[src/rtl/clk_div_frac_mon.sv]
// ---------------------------------------------------------------------------
// clk_div_frac_mon
//
// Receive-side health monitor for a fractional clock divider. The divider
// output (clk_div_in) is sampled in the source clock domain. Every output
// period is measured in source cycles. Each run of D_NUM consecutive periods
// is checked: the periods must sum to S_NUM, and exactly ACC of them must be
// long periods. The monitor reports lock, and it keeps sticky error flags.
//
// Short period = S_DIV = S_NUM / D_NUM cycles. Long period = D_DIV = S_DIV + 1.
// A correct divider only ever produces these two lengths. Because every
// D_NUM-period run of a correct divider sums to S_NUM, the window does not
// need to be aligned to the divider's pattern.
//
// Ports
//   clk         in   1      source clock (also drives the divider)
//   rst_n       in   1      asynchronous active-low reset
//   clk_div_in  in   1      divider output, already synchronous to clk
//   clr         in   1      synchronous clear: sticky flags, counters, state
//   period_len  out  CNT_W  last measured period, valid with period_vld
//   period_vld  out  1      one-cycle pulse per completed period
//   win_sum     out  SUM_W  sum of the last D_NUM periods, valid with win_vld
//   win_vld     out  1      one-cycle pulse per completed window
//   win_ok      out  1      window passed its check (qualifies win_vld)
//   lock        out  1      high while the monitor is in the LOCKED state
//   err_period  out  1      sticky: illegal period length or timeout
//   err_window  out  1      sticky: a window failed its check
// ---------------------------------------------------------------------------
module clk_div_frac_mon #(
    parameter  int S_NUM    = 76,
    parameter  int D_NUM    = 10,
    parameter  int LOCK_WIN = 2,
    localparam int S_DIV    = S_NUM / D_NUM,
    localparam int D_DIV    = S_DIV + 1,
    localparam int ACC      = S_NUM - S_DIV * D_NUM,
    localparam int CNT_W    = $clog2(D_DIV + 2),
    localparam int SUM_W    = $clog2(S_NUM + 1),
    localparam int NW       = $clog2(D_NUM + 1)
) (
    input  logic             clk,
    input  logic             rst_n,
    input  logic             clk_div_in,
    input  logic             clr,
    output logic [CNT_W-1:0] period_len,
    output logic             period_vld,
    output logic [SUM_W-1:0] win_sum,
    output logic             win_vld,
    output logic             win_ok,
    output logic             lock,
    output logic             err_period,
    output logic             err_window
);

    localparam int OK_W = $clog2(LOCK_WIN + 1);

    typedef enum logic [1:0] {
        ST_IDLE   = 2'd0,
        ST_MEAS   = 2'd1,
        ST_LOCKED = 2'd2
    } state_t;

    // Registered state
    state_t           state_r;
    logic             d_r;
    logic [CNT_W-1:0] cnt_r;
    logic [SUM_W-1:0] sum_r;
    logic [NW-1:0]    n_long_r;
    logic [NW-1:0]    n_per_r;
    logic [OK_W-1:0]  ok_cnt_r;
    logic [CNT_W-1:0] period_len_r;
    logic             period_vld_r;
    logic [SUM_W-1:0] win_sum_r;
    logic             win_vld_r;
    logic             win_ok_r;
    logic             lock_r;
    logic             err_period_r;
    logic             err_window_r;

    // Next-state values
    state_t           state_nxt_s;
    logic [CNT_W-1:0] cnt_nxt_s;
    logic [SUM_W-1:0] sum_nxt_s;
    logic [NW-1:0]    n_long_nxt_s;
    logic [NW-1:0]    n_per_nxt_s;
    logic [OK_W-1:0]  ok_cnt_nxt_s;
    logic [CNT_W-1:0] period_len_nxt_s;
    logic             period_vld_nxt_s;
    logic [SUM_W-1:0] win_sum_nxt_s;
    logic             win_vld_nxt_s;
    logic             win_ok_nxt_s;
    logic             lock_nxt_s;
    logic             err_period_nxt_s;
    logic             err_window_nxt_s;

    // Helper terms used when a rising edge closes a period
    logic             rise_s;
    logic [SUM_W-1:0] sum_add_s;
    logic [NW-1:0]    n_long_add_s;
    logic [NW-1:0]    n_per_add_s;
    logic             win_end_s;
    logic             win_good_s;
    logic             per_bad_s;
    logic [OK_W-1:0]  ok_inc_s;

    assign rise_s       = clk_div_in & ~d_r;
    assign sum_add_s    = sum_r + SUM_W'(cnt_r);
    assign n_long_add_s = n_long_r + ((cnt_r == CNT_W'(D_DIV)) ? NW'(1) : NW'(0));
    assign n_per_add_s  = n_per_r + NW'(1);
    assign win_end_s    = (n_per_add_s == NW'(D_NUM));
    assign win_good_s   = (sum_add_s == SUM_W'(S_NUM)) && (n_long_add_s == NW'(ACC));
    assign per_bad_s    = (cnt_r != CNT_W'(S_DIV)) && (cnt_r != CNT_W'(D_DIV));
    // The good-window count saturates at LOCK_WIN so it cannot wrap while locked
    assign ok_inc_s     = (ok_cnt_r >= OK_W'(LOCK_WIN - 1)) ? OK_W'(LOCK_WIN)
                                                            : (ok_cnt_r + OK_W'(1));

    // Next-state logic: measurement, window checking and lock tracking
    always_comb begin
        state_nxt_s      = state_r;
        cnt_nxt_s        = cnt_r;
        sum_nxt_s        = sum_r;
        n_long_nxt_s     = n_long_r;
        n_per_nxt_s      = n_per_r;
        ok_cnt_nxt_s     = ok_cnt_r;
        period_len_nxt_s = period_len_r;
        period_vld_nxt_s = 1'b0;
        win_sum_nxt_s    = win_sum_r;
        win_vld_nxt_s    = 1'b0;
        win_ok_nxt_s     = win_ok_r;
        err_period_nxt_s = err_period_r;
        err_window_nxt_s = err_window_r;

        if (clr) begin
            // Clear takes priority over any edge or window end in this cycle
            state_nxt_s      = ST_IDLE;
            cnt_nxt_s        = CNT_W'(0);
            sum_nxt_s        = SUM_W'(0);
            n_long_nxt_s     = NW'(0);
            n_per_nxt_s      = NW'(0);
            ok_cnt_nxt_s     = OK_W'(0);
            period_len_nxt_s = CNT_W'(0);
            win_sum_nxt_s    = SUM_W'(0);
            win_ok_nxt_s     = 1'b0;
            err_period_nxt_s = 1'b0;
            err_window_nxt_s = 1'b0;
        end else begin
            case (state_r)
                ST_IDLE: begin
                    // The first edge only starts timing; no period exists yet
                    if (rise_s) begin
                        cnt_nxt_s   = CNT_W'(1);
                        state_nxt_s = ST_MEAS;
                    end else begin
                        cnt_nxt_s   = cnt_r;
                    end
                end
                ST_MEAS, ST_LOCKED: begin
                    if (rise_s) begin
                        period_len_nxt_s = cnt_r;
                        period_vld_nxt_s = 1'b1;
                        cnt_nxt_s        = CNT_W'(1);
                        sum_nxt_s        = sum_add_s;
                        n_long_nxt_s     = n_long_add_s;
                        n_per_nxt_s      = n_per_add_s;
                        if (win_end_s) begin
                            win_vld_nxt_s = 1'b1;
                            win_sum_nxt_s = sum_add_s;
                            win_ok_nxt_s  = win_good_s;
                            sum_nxt_s     = SUM_W'(0);
                            n_long_nxt_s  = NW'(0);
                            n_per_nxt_s   = NW'(0);
                            if (win_good_s) begin
                                ok_cnt_nxt_s = ok_inc_s;
                                if (ok_inc_s == OK_W'(LOCK_WIN)) begin
                                    state_nxt_s = ST_LOCKED;
                                end else begin
                                    state_nxt_s = state_r;
                                end
                            end else begin
                                err_window_nxt_s = 1'b1;
                                ok_cnt_nxt_s     = OK_W'(0);
                                state_nxt_s      = ST_MEAS;
                            end
                        end else begin
                            win_vld_nxt_s = 1'b0;
                        end
                        // A bad period overrides any lock progress made above
                        if (per_bad_s) begin
                            err_period_nxt_s = 1'b1;
                            ok_cnt_nxt_s     = OK_W'(0);
                            state_nxt_s      = ST_MEAS;
                        end else begin
                            err_period_nxt_s = err_period_r;
                        end
                    end else if (cnt_r == CNT_W'(D_DIV + 1)) begin
                        // Timeout: the counter is held, and the partial window is discarded
                        err_period_nxt_s = 1'b1;
                        state_nxt_s      = ST_IDLE;
                        sum_nxt_s        = SUM_W'(0);
                        n_long_nxt_s     = NW'(0);
                        n_per_nxt_s      = NW'(0);
                        ok_cnt_nxt_s     = OK_W'(0);
                    end else begin
                        cnt_nxt_s = cnt_r + CNT_W'(1);
                    end
                end
                default: begin
                    state_nxt_s  = ST_IDLE;
                    cnt_nxt_s    = CNT_W'(0);
                    sum_nxt_s    = SUM_W'(0);
                    n_long_nxt_s = NW'(0);
                    n_per_nxt_s  = NW'(0);
                    ok_cnt_nxt_s = OK_W'(0);
                end
            endcase
        end

        lock_nxt_s = (state_nxt_s == ST_LOCKED);
    end

    // State and output registers; the edge-detect delay runs even during clear
    always_ff @(posedge clk or negedge rst_n) begin
        if (!rst_n) begin
            state_r      <= ST_IDLE;
            d_r          <= 1'b0;
            cnt_r        <= CNT_W'(0);
            sum_r        <= SUM_W'(0);
            n_long_r     <= NW'(0);
            n_per_r      <= NW'(0);
            ok_cnt_r     <= OK_W'(0);
            period_len_r <= CNT_W'(0);
            period_vld_r <= 1'b0;
            win_sum_r    <= SUM_W'(0);
            win_vld_r    <= 1'b0;
            win_ok_r     <= 1'b0;
            lock_r       <= 1'b0;
            err_period_r <= 1'b0;
            err_window_r <= 1'b0;
        end else begin
            state_r      <= state_nxt_s;
            d_r          <= clk_div_in;
            cnt_r        <= cnt_nxt_s;
            sum_r        <= sum_nxt_s;
            n_long_r     <= n_long_nxt_s;
            n_per_r      <= n_per_nxt_s;
            ok_cnt_r     <= ok_cnt_nxt_s;
            period_len_r <= period_len_nxt_s;
            period_vld_r <= period_vld_nxt_s;
            win_sum_r    <= win_sum_nxt_s;
            win_vld_r    <= win_vld_nxt_s;
            win_ok_r     <= win_ok_nxt_s;
            lock_r       <= lock_nxt_s;
            err_period_r <= err_period_nxt_s;
            err_window_r <= err_window_nxt_s;
        end
    end

    assign period_len = period_len_r;
    assign period_vld = period_vld_r;
    assign win_sum    = win_sum_r;
    assign win_vld    = win_vld_r;
    assign win_ok     = win_ok_r;
    assign lock       = lock_r;
    assign err_period = err_period_r;
    assign err_window = err_window_r;

endmodule

[config.mk]
export PLATFORM = sky130hd
export DESIGN_NAME = clk_div_frac_mon
export DESIGN_NICKNAME = d
export VERILOG_FILES = /design/src/rtl/clk_div_frac_mon.sv
export SDC_FILE = /design/constraint.sdc
export NUM_CORES = 1
export LEC_CHECK = 0
export CORE_MARGIN = 1.5
export CORE_UTILIZATION = 62
export DETAILED_ROUTE_END_ITERATION = 8
export HOLD_SLACK_MARGIN = 0.15
export MAX_ROUTING_LAYER = met4
export PLACE_DENSITY = 0.85
export SLEW_MARGIN = 20
export SYNTH_ARGS = -nofsm -noshare
export SYNTH_HDL_FRONTEND = slang
export SYNTH_SLANG_ARGS = --single-unit
[constraint.sdc]
create_clock -name clk -period 6.05 [get_ports clk]
set_clock_uncertainty 0.15 [all_clocks]
set_input_delay 0.605 -clock clk [delete_from_list [all_inputs] [get_ports clk]]
set_output_delay 0.605 -clock clk [all_outputs]
set_load 0.02 [all_outputs]
==> flow_summary.yaml, run 1 <==
status:
  status: "complete, no violations"
job:
  maxCapViolCount: 0
cts:
  cts_buffers: 5
  insertion_delay_ns: 0.30
  cts_htree_levels: 2
  clkTransAtPathRegs_ns: 0.08
  ctsHoldBuffers: 0
  root_buffer: "clkbuf_8"
  post-cts-setup-buffers: 0
  numClockSinks: 41
  post_cts_resized: 0
  cts_tree: "done"
  clk_path_buf_depth: 2
pwr:
  vdd_ir_drop_max_uv: 196
  leakage_nw: 1.18
  p_per_area_nw_per_um2: 217
floorplanning:
  dieHeight_um: 65.7
  dieArea_um2: 4320
  initial_core_util_pct: 65.7
  row_count: 22
  boundaryPins: 21
  die_x_um: 65.7
  core-area_um2: 3720
drt:
  finalWirelength_um: 4960
  drc: 0
  final_antenna_net_count: 0
  viasPerCell: 6.01
  dr.pass1.iters: 4
  wl_per_cell_um: 15.5
  detail_route.iter0.violations: 178
  dr_total_vias: 1917
synthesis:
  muxShareOfSynthArea_pct: 0.821
  ys_seq_area_share_pct: 42.1
  synth_top_cell_by_area: "dfrtp_1"
  synth_xor_area_share_pct: 2.87
  synth_compound_area_share_pct: 22.1
  synth_top_family_by_area: "compound AO/OA/AOI/OAI gates"
  synth.top_cell.area_share_pct: 42.1
  synth.distinct_cells: 57
  avgSynthCellArea_um2: 9.68
  ys_seq_elements: 41
  synth_edf_count: 0
  synth_fa_ha_area_share_pct: 7.49
  synth_simple_gate_area_share_pct: 20.2
  synth_common_cells: "dfrtp_1, nand2_1, nor2_1, o21ai_0, ha_1"
  synth_ff_type: "dfrtp_1"
  synth_area_leaders: "dfrtp_1, ha_1, nand2_1"
  netlist_area_um2: 2440
  yosysMostFrequentCell: "dfrtp_1"
  async_reset_ff_share_pct: 100
  synth_warnings: 0
  syn_inst: 252
  syn_nets: 270
sta:
  fmax_mhz: 352
  setup_violations: 0
  drv_slew: 0
  slew_headroom_pct: 34.8
  fin_crit_ns: 2.84
  worst_slew_pin_slew_ns: 0.977
  period_share_pct: 47.0
  rsz0062_at_grt: "no"
  tns_ns: 0
  hold_viol: 0
global_routing:
  grt_overflow: 0
  antenna_found_initial: 0
  grt_pass1_wl_um: 8520
  grt_max_degree: 42
  grt_use_total_pct: 27.0
  grt_pass1_vias: 1828
finish:
  areaGrowthSynthToFinish_pct: 13.3
  nets: 288
  n_antenna_cell: 0
  drive_above_1_share_pct: 11.1
  seqCellArea_um2: 1030
  multiInputGateArea_um2: 1310
  fin_cells: 319
  fill_cells: 265
worst_setup_path:
  worstPathRequired_ns: 6.07
  path_cells: "clkdlybuf4s50_1 > nor2_2 > nor3_1 > a32oi_1 > o21ai_1"
  crit_arrival_ns: 2.86
  worstSetupPathType: "in -> reg"
  crit_slowest_cell: "nor2_2"
  crit_path_start_kind: "input pin"
  cp_max_fo: 28
  critPathMaxStageDelay_ns: 0.97
  cp-end-kind: "register"
placement:
  globalplace.congestion: 0.904
  dp.cells: 311
  port_buffers: 20
  hpwl_um: 3510
hold_path:
  hold_class: "in -> async"
[critical path, delay by kind of cell]
family	cells	cell delay [ns]
compound gates	2	0.32
buf+inv	1	0.84
simple gates	2	1.10
[routing by layer]
metal  track usage [%]  vias up  wire length, µm
li1                  -      932                -
met1              35.1      920             2220
met2              42.4       55             2370
met3              4.28       10              263
met4              10.9        0              101
met5                 -        -                0
[sequential cells by signal, indices dropped and copies added (netlist names), 2 cells and up]
register / cells
ok_cnt_r: 2
sum_r: 7
period_len: 4
n_long_r: 4
state_r: 2
cnt_r: 4
win_sum: 7
n_per_r: 4
[layout by cell type (no fill, tap or decap), types with 7 or more instances in the layout]
cell type,synthesis,routed
xor2_1,7,7
nand2b_1,8,8
ha_1,13,13
nand2_1,31,31
o21ai_0,20,20
nand3_1,8,8
nor2_1,20,20
a21oi_1,11,11
inv_1,10,10
clkdlybuf4s50_1,0,19
dfrtp_1,41,41
o31ai_1,12,12
[final timing paths]
check / to / start / cells past startpoint / slack (ns)
setup / recovery: ok_cnt_r[1]$_DFFE_PN0P_ / clr / 5 / 3.21
hold / removal: period_len[1]$_DFFE_PN0P_ / rst_n / 1 / 0.29
setup reg to reg: lock$_DFF_PN0_ / cnt_r[1]$_DFFE_PN0P_ / 12 / 3.22
hold reg to reg: win_sum[6]$_DFFE_PN0P_ / win_sum[6]$_DFFE_PN0P_ / 2 / 0.33
max in group asynchronous: err_window$_DFFE_PN0P_ / rst_n / 1 / 4.90
min in group clk: win_sum[6]$_DFFE_PN0P_ / win_sum[6]$_DFFE_PN0P_ / 2 / 0.33
[final cells by class]
| cell class | count | area share [%] |
|---|---|---|
| Multi-Input combinational cell | 191 | 47.2 |
| Timing Repair Buffer | 20 | 7.06 |
| Sequential cell | 41 | 37.1 |
| Clock inverter | 3 | 2.35 |
| Clock buffer | 5 | 2.49 |
| Tap cell | 48 | 2.17 |
| Inverter | 11 | 1.58 |
[kinds of logic after synthesis]
group | count (synthesis)
AND/OR/NAND/NOR | 94
AO/OA/AOI/OAI | 73
flip-flops | 41
buffers and inverters | 20
adder cells (fa/ha/maj) | 14
XOR/XNOR | 8
multiplexers | 2
[power by group]
group	switching, mW	leakage [nW]	total, mW	internal [mW]
Sequential	0.00422	0.565	0.282	0.278
Clock	0.0969	0.0681	0.261	0.164
Combinational	0.0381	0.551	0.0562	0.0181
[through the flow]
step / hold WS, ns / setup slack (ns) / cell area (µm²) / util, % / total power, mW
CTS: 0.314 / 3.24 / 2760 / 74.4 / 0.604
detailed placement: 0.316 / 2.93 / 2630 / 70.8 / 0.344
floorplan: 0.159 / 3.69 / 2440 / - / 0.328
global placement: 0.311 / 3.00 / 2630 / 70.8 / 0.343
finish: 0.286 / 3.21 / 2760 / 74.4 / 0.599
global route: 0.345 / 2.98 / 2760 / 74.4 / 0.621
Power figures use the tool's default switching activity.
==> inputs of run 2 (changes only) <==
--- a/config.mk
+++ b/config.mk
@@ -6,11 +6,11 @@
 export NUM_CORES = 1
 export LEC_CHECK = 0
 export CORE_MARGIN = 1.5
-export CORE_UTILIZATION = 62
+export CORE_UTILIZATION = 58
 export DETAILED_ROUTE_END_ITERATION = 8
 export HOLD_SLACK_MARGIN = 0.15
 export MAX_ROUTING_LAYER = met4
-export PLACE_DENSITY = 0.85
+export PLACE_DENSITY = 0.8
 export SLEW_MARGIN = 20
 export SYNTH_ARGS = -nofsm -noshare
 export SYNTH_HDL_FRONTEND = slang
==> constraint.sdc (replaced) <==
create_clock -name clk -period 2.9 [get_ports clk]
set_clock_uncertainty 0.15 [all_clocks]
set_input_delay 0.29 -clock clk [delete_from_list [all_inputs] [get_ports clk]]
set_output_delay 0.29 -clock clk [all_outputs]
set_load 0.02 [all_outputs]
==> flow_summary.yaml, run 2 (synthesized netlist as in run 1, its figures left out) <==
status:
  status: "complete, no violations"
pwr:
  clock_power_share_pct: 34.5
  p_int_mw: 0.813
  p_sw_mw: 0.279
  pwr-share-seq_pct: 54.0
  switching_share_pct: 25.5
  p_comb_share_pct: 11.5
  p_per_area_nw_per_um2: 396
  leakage_nw: 1.18
  power_mw: 1.09
  vdd_ir_drop_max_uv: 287
drt:
  viasPerCell: 5.88
  detail_route.iter0.violations: 182
  drc: 0
  final_antenna_net_count: 0
  wl_per_cell_um: 15.7
  dr.pass1.iters: 4
  dr_total_vias: 1911
  finalWirelength_um: 5100
floorplanning:
  dieHeight_um: 67.9
  boundaryPins: 21
  die_x_um: 67.9
  core-area_um2: 4030
  row_count: 23
  initial_core_util_pct: 60.6
  dieArea_um2: 4600
cts:
  root_buffer: "clkbuf_8"
  insertion_delay_ns: 0.29
  cts_htree_levels: 2
  cts_tree: "done"
  post-cts-setup-buffers: 0
  post_cts_resized: 0
  cts_buffers: 5
  clkTransAtPathRegs_ns: 0.07
  numClockSinks: 41
  clk_path_buf_depth: 2
finish:
  nets: 293
  fin_cells: 325
  areaGrowthSynthToFinish_pct: 13.1
  drive_above_1_share_pct: 11.6
  final_common_cell: "dfrtp_1"
  layout_common_cells: "dfrtp_1, nand2_1, nor2_1, o21ai_0, clkdlybuf4s50_1"
  n_antenna_cell: 0
global_routing:
  grt_overflow: 0
  grt_pass1_vias: 1776
  grt_use_total_pct: 26.0
  grt_pass1_wl_um: 8500
  grt_max_degree: 42
  antenna_found_initial: 0
sta:
  slew_headroom_pct: 39.2
  setup_violations: 0
  fin_crit_ns: 2.63
  hold_viol: 0
  worst_slew_pin_slew_ns: 0.912
  period_share_pct: 90.8
  setup_slack_ns: 0.267
  fmax_mhz: 380
  drv_slew: 0
  tns_ns: 0
  rsz0062_at_grt: "no"
worst_setup_path:
  reg2reg_slack_ns: 0.27
  worstSetupPathType: "reg -> reg"
  worstPathRequired_ns: 2.95
  cp_max_fo: 5
  critPathCapture: "lock$_DFF_PN0_"
  cp-end-kind: "register"
  reg2reg_from: "cnt_r[1]$_DFFE_PN0P_"
  r2r-end: "lock$_DFF_PN0_"
  crit_start: "cnt_r[1]$_DFFE_PN0P_"
  reg2reg_depth: 12
  crit_path_start_kind: "register"
  crit_arrival_ns: 2.69
placement:
  globalplace.congestion: 0.851
  dp.cells: 317
  hpwl_um: 3700
  port_buffers: 20
  place_ws_ns: 0.270
hold_path:
  hold_class: "reg -> reg"
job:
  maxCapViolCount: 0
run 2: timing repair:
item	4_1_cts	5_1_grt
hold buffers	1	0
setup endpoints to repair	0	0
hold endpoints to repair	41	0
run 2: how the worst min path moves through the flow:
stage / startpoint / to / cells after the start
6_report: win_sum[1]$_DFFE_PN0P_ / win_sum[1]$_DFFE_PN0P_ / 2
4_1_cts: win_sum[4]$_DFFE_PN0P_ / win_sum[4]$_DFFE_PN0P_ / 2
2_1_floorplan: rst_n / cnt_r[0]$_DFFE_PN0P_ / 0
3_5_place_dp: win_sum[4]$_DFFE_PN0P_ / win_sum[4]$_DFFE_PN0P_ / 2
3_3_place_gp: win_sum[4]$_DFFE_PN0P_ / win_sum[4]$_DFFE_PN0P_ / 2
5_1_grt: win_sum[1]$_DFFE_PN0P_ / win_sum[1]$_DFFE_PN0P_ / 2
run 2: layer usage:
layer	routed length, µm	GRT usage, %	vias to the layer above	part of all wire [%]
met4	63	7.75	0	1.2
met2	2440	40.1	60	48
met1	2350	35.0	907	46
met3	248	4.93	6	4.9
li1	-	-	938	-
met5	0	-	-	0
run 2: per-stage QoR:
step | cell area [µm²] | hold WS [ns] | utilization, %
6_report | 2760 | 0.333 | 68.5
5_1_grt | 2760 | 0.365 | 68.5
4_1_cts | 2760 | 0.337 | 68.5
3_5_place_dp | 2660 | 0.320 | 66.1
3_3_place_gp | 2660 | 0.311 | 66.1
2_1_floorplan | 2440 | -0.156 | -
run 2: power by group through the flow:
| stage | clock network [mW] | registers, mW | logic, mW |
|---|---|---|---|
| 4_1_cts | 0.381 | 0.589 | 0.126 |
| 5_1_grt | 0.411 | 0.591 | 0.141 |
| 6_report | 0.377 | 0.589 | 0.126 |
| 3_5_place_dp | 0 | 0.601 | 0.124 |
| 3_3_place_gp | 0 | 0.600 | 0.123 |
| 2_1_floorplan | 0 | 0.604 | 0.0791 |
run 2: final cells by class:
type | count | area [µm²]
multi-input cells | 191 | 1310
fillers | 332 | 1270
flip-flops and latches | 41 | 1030
repair buffers | 25 | 235
clock buffers | 7 | 86.3
well taps | 50 | 62.6
inverters | 11 | 43.8
run 2: worst max-delay path, stage by stage (launching register included):
cell	delay, ns
dfrtp_1	0.42
inv_1	0.15
ha_1	0.20
nand2_1	0.07
nor2_1	0.05
ha_1	0.20
ha_1	0.30
nand2_1	0.06
nor4_2	0.15
nand3_1	0.15
nor3_4	0.28
nand2_2	0.11
a221oi_2	0.23
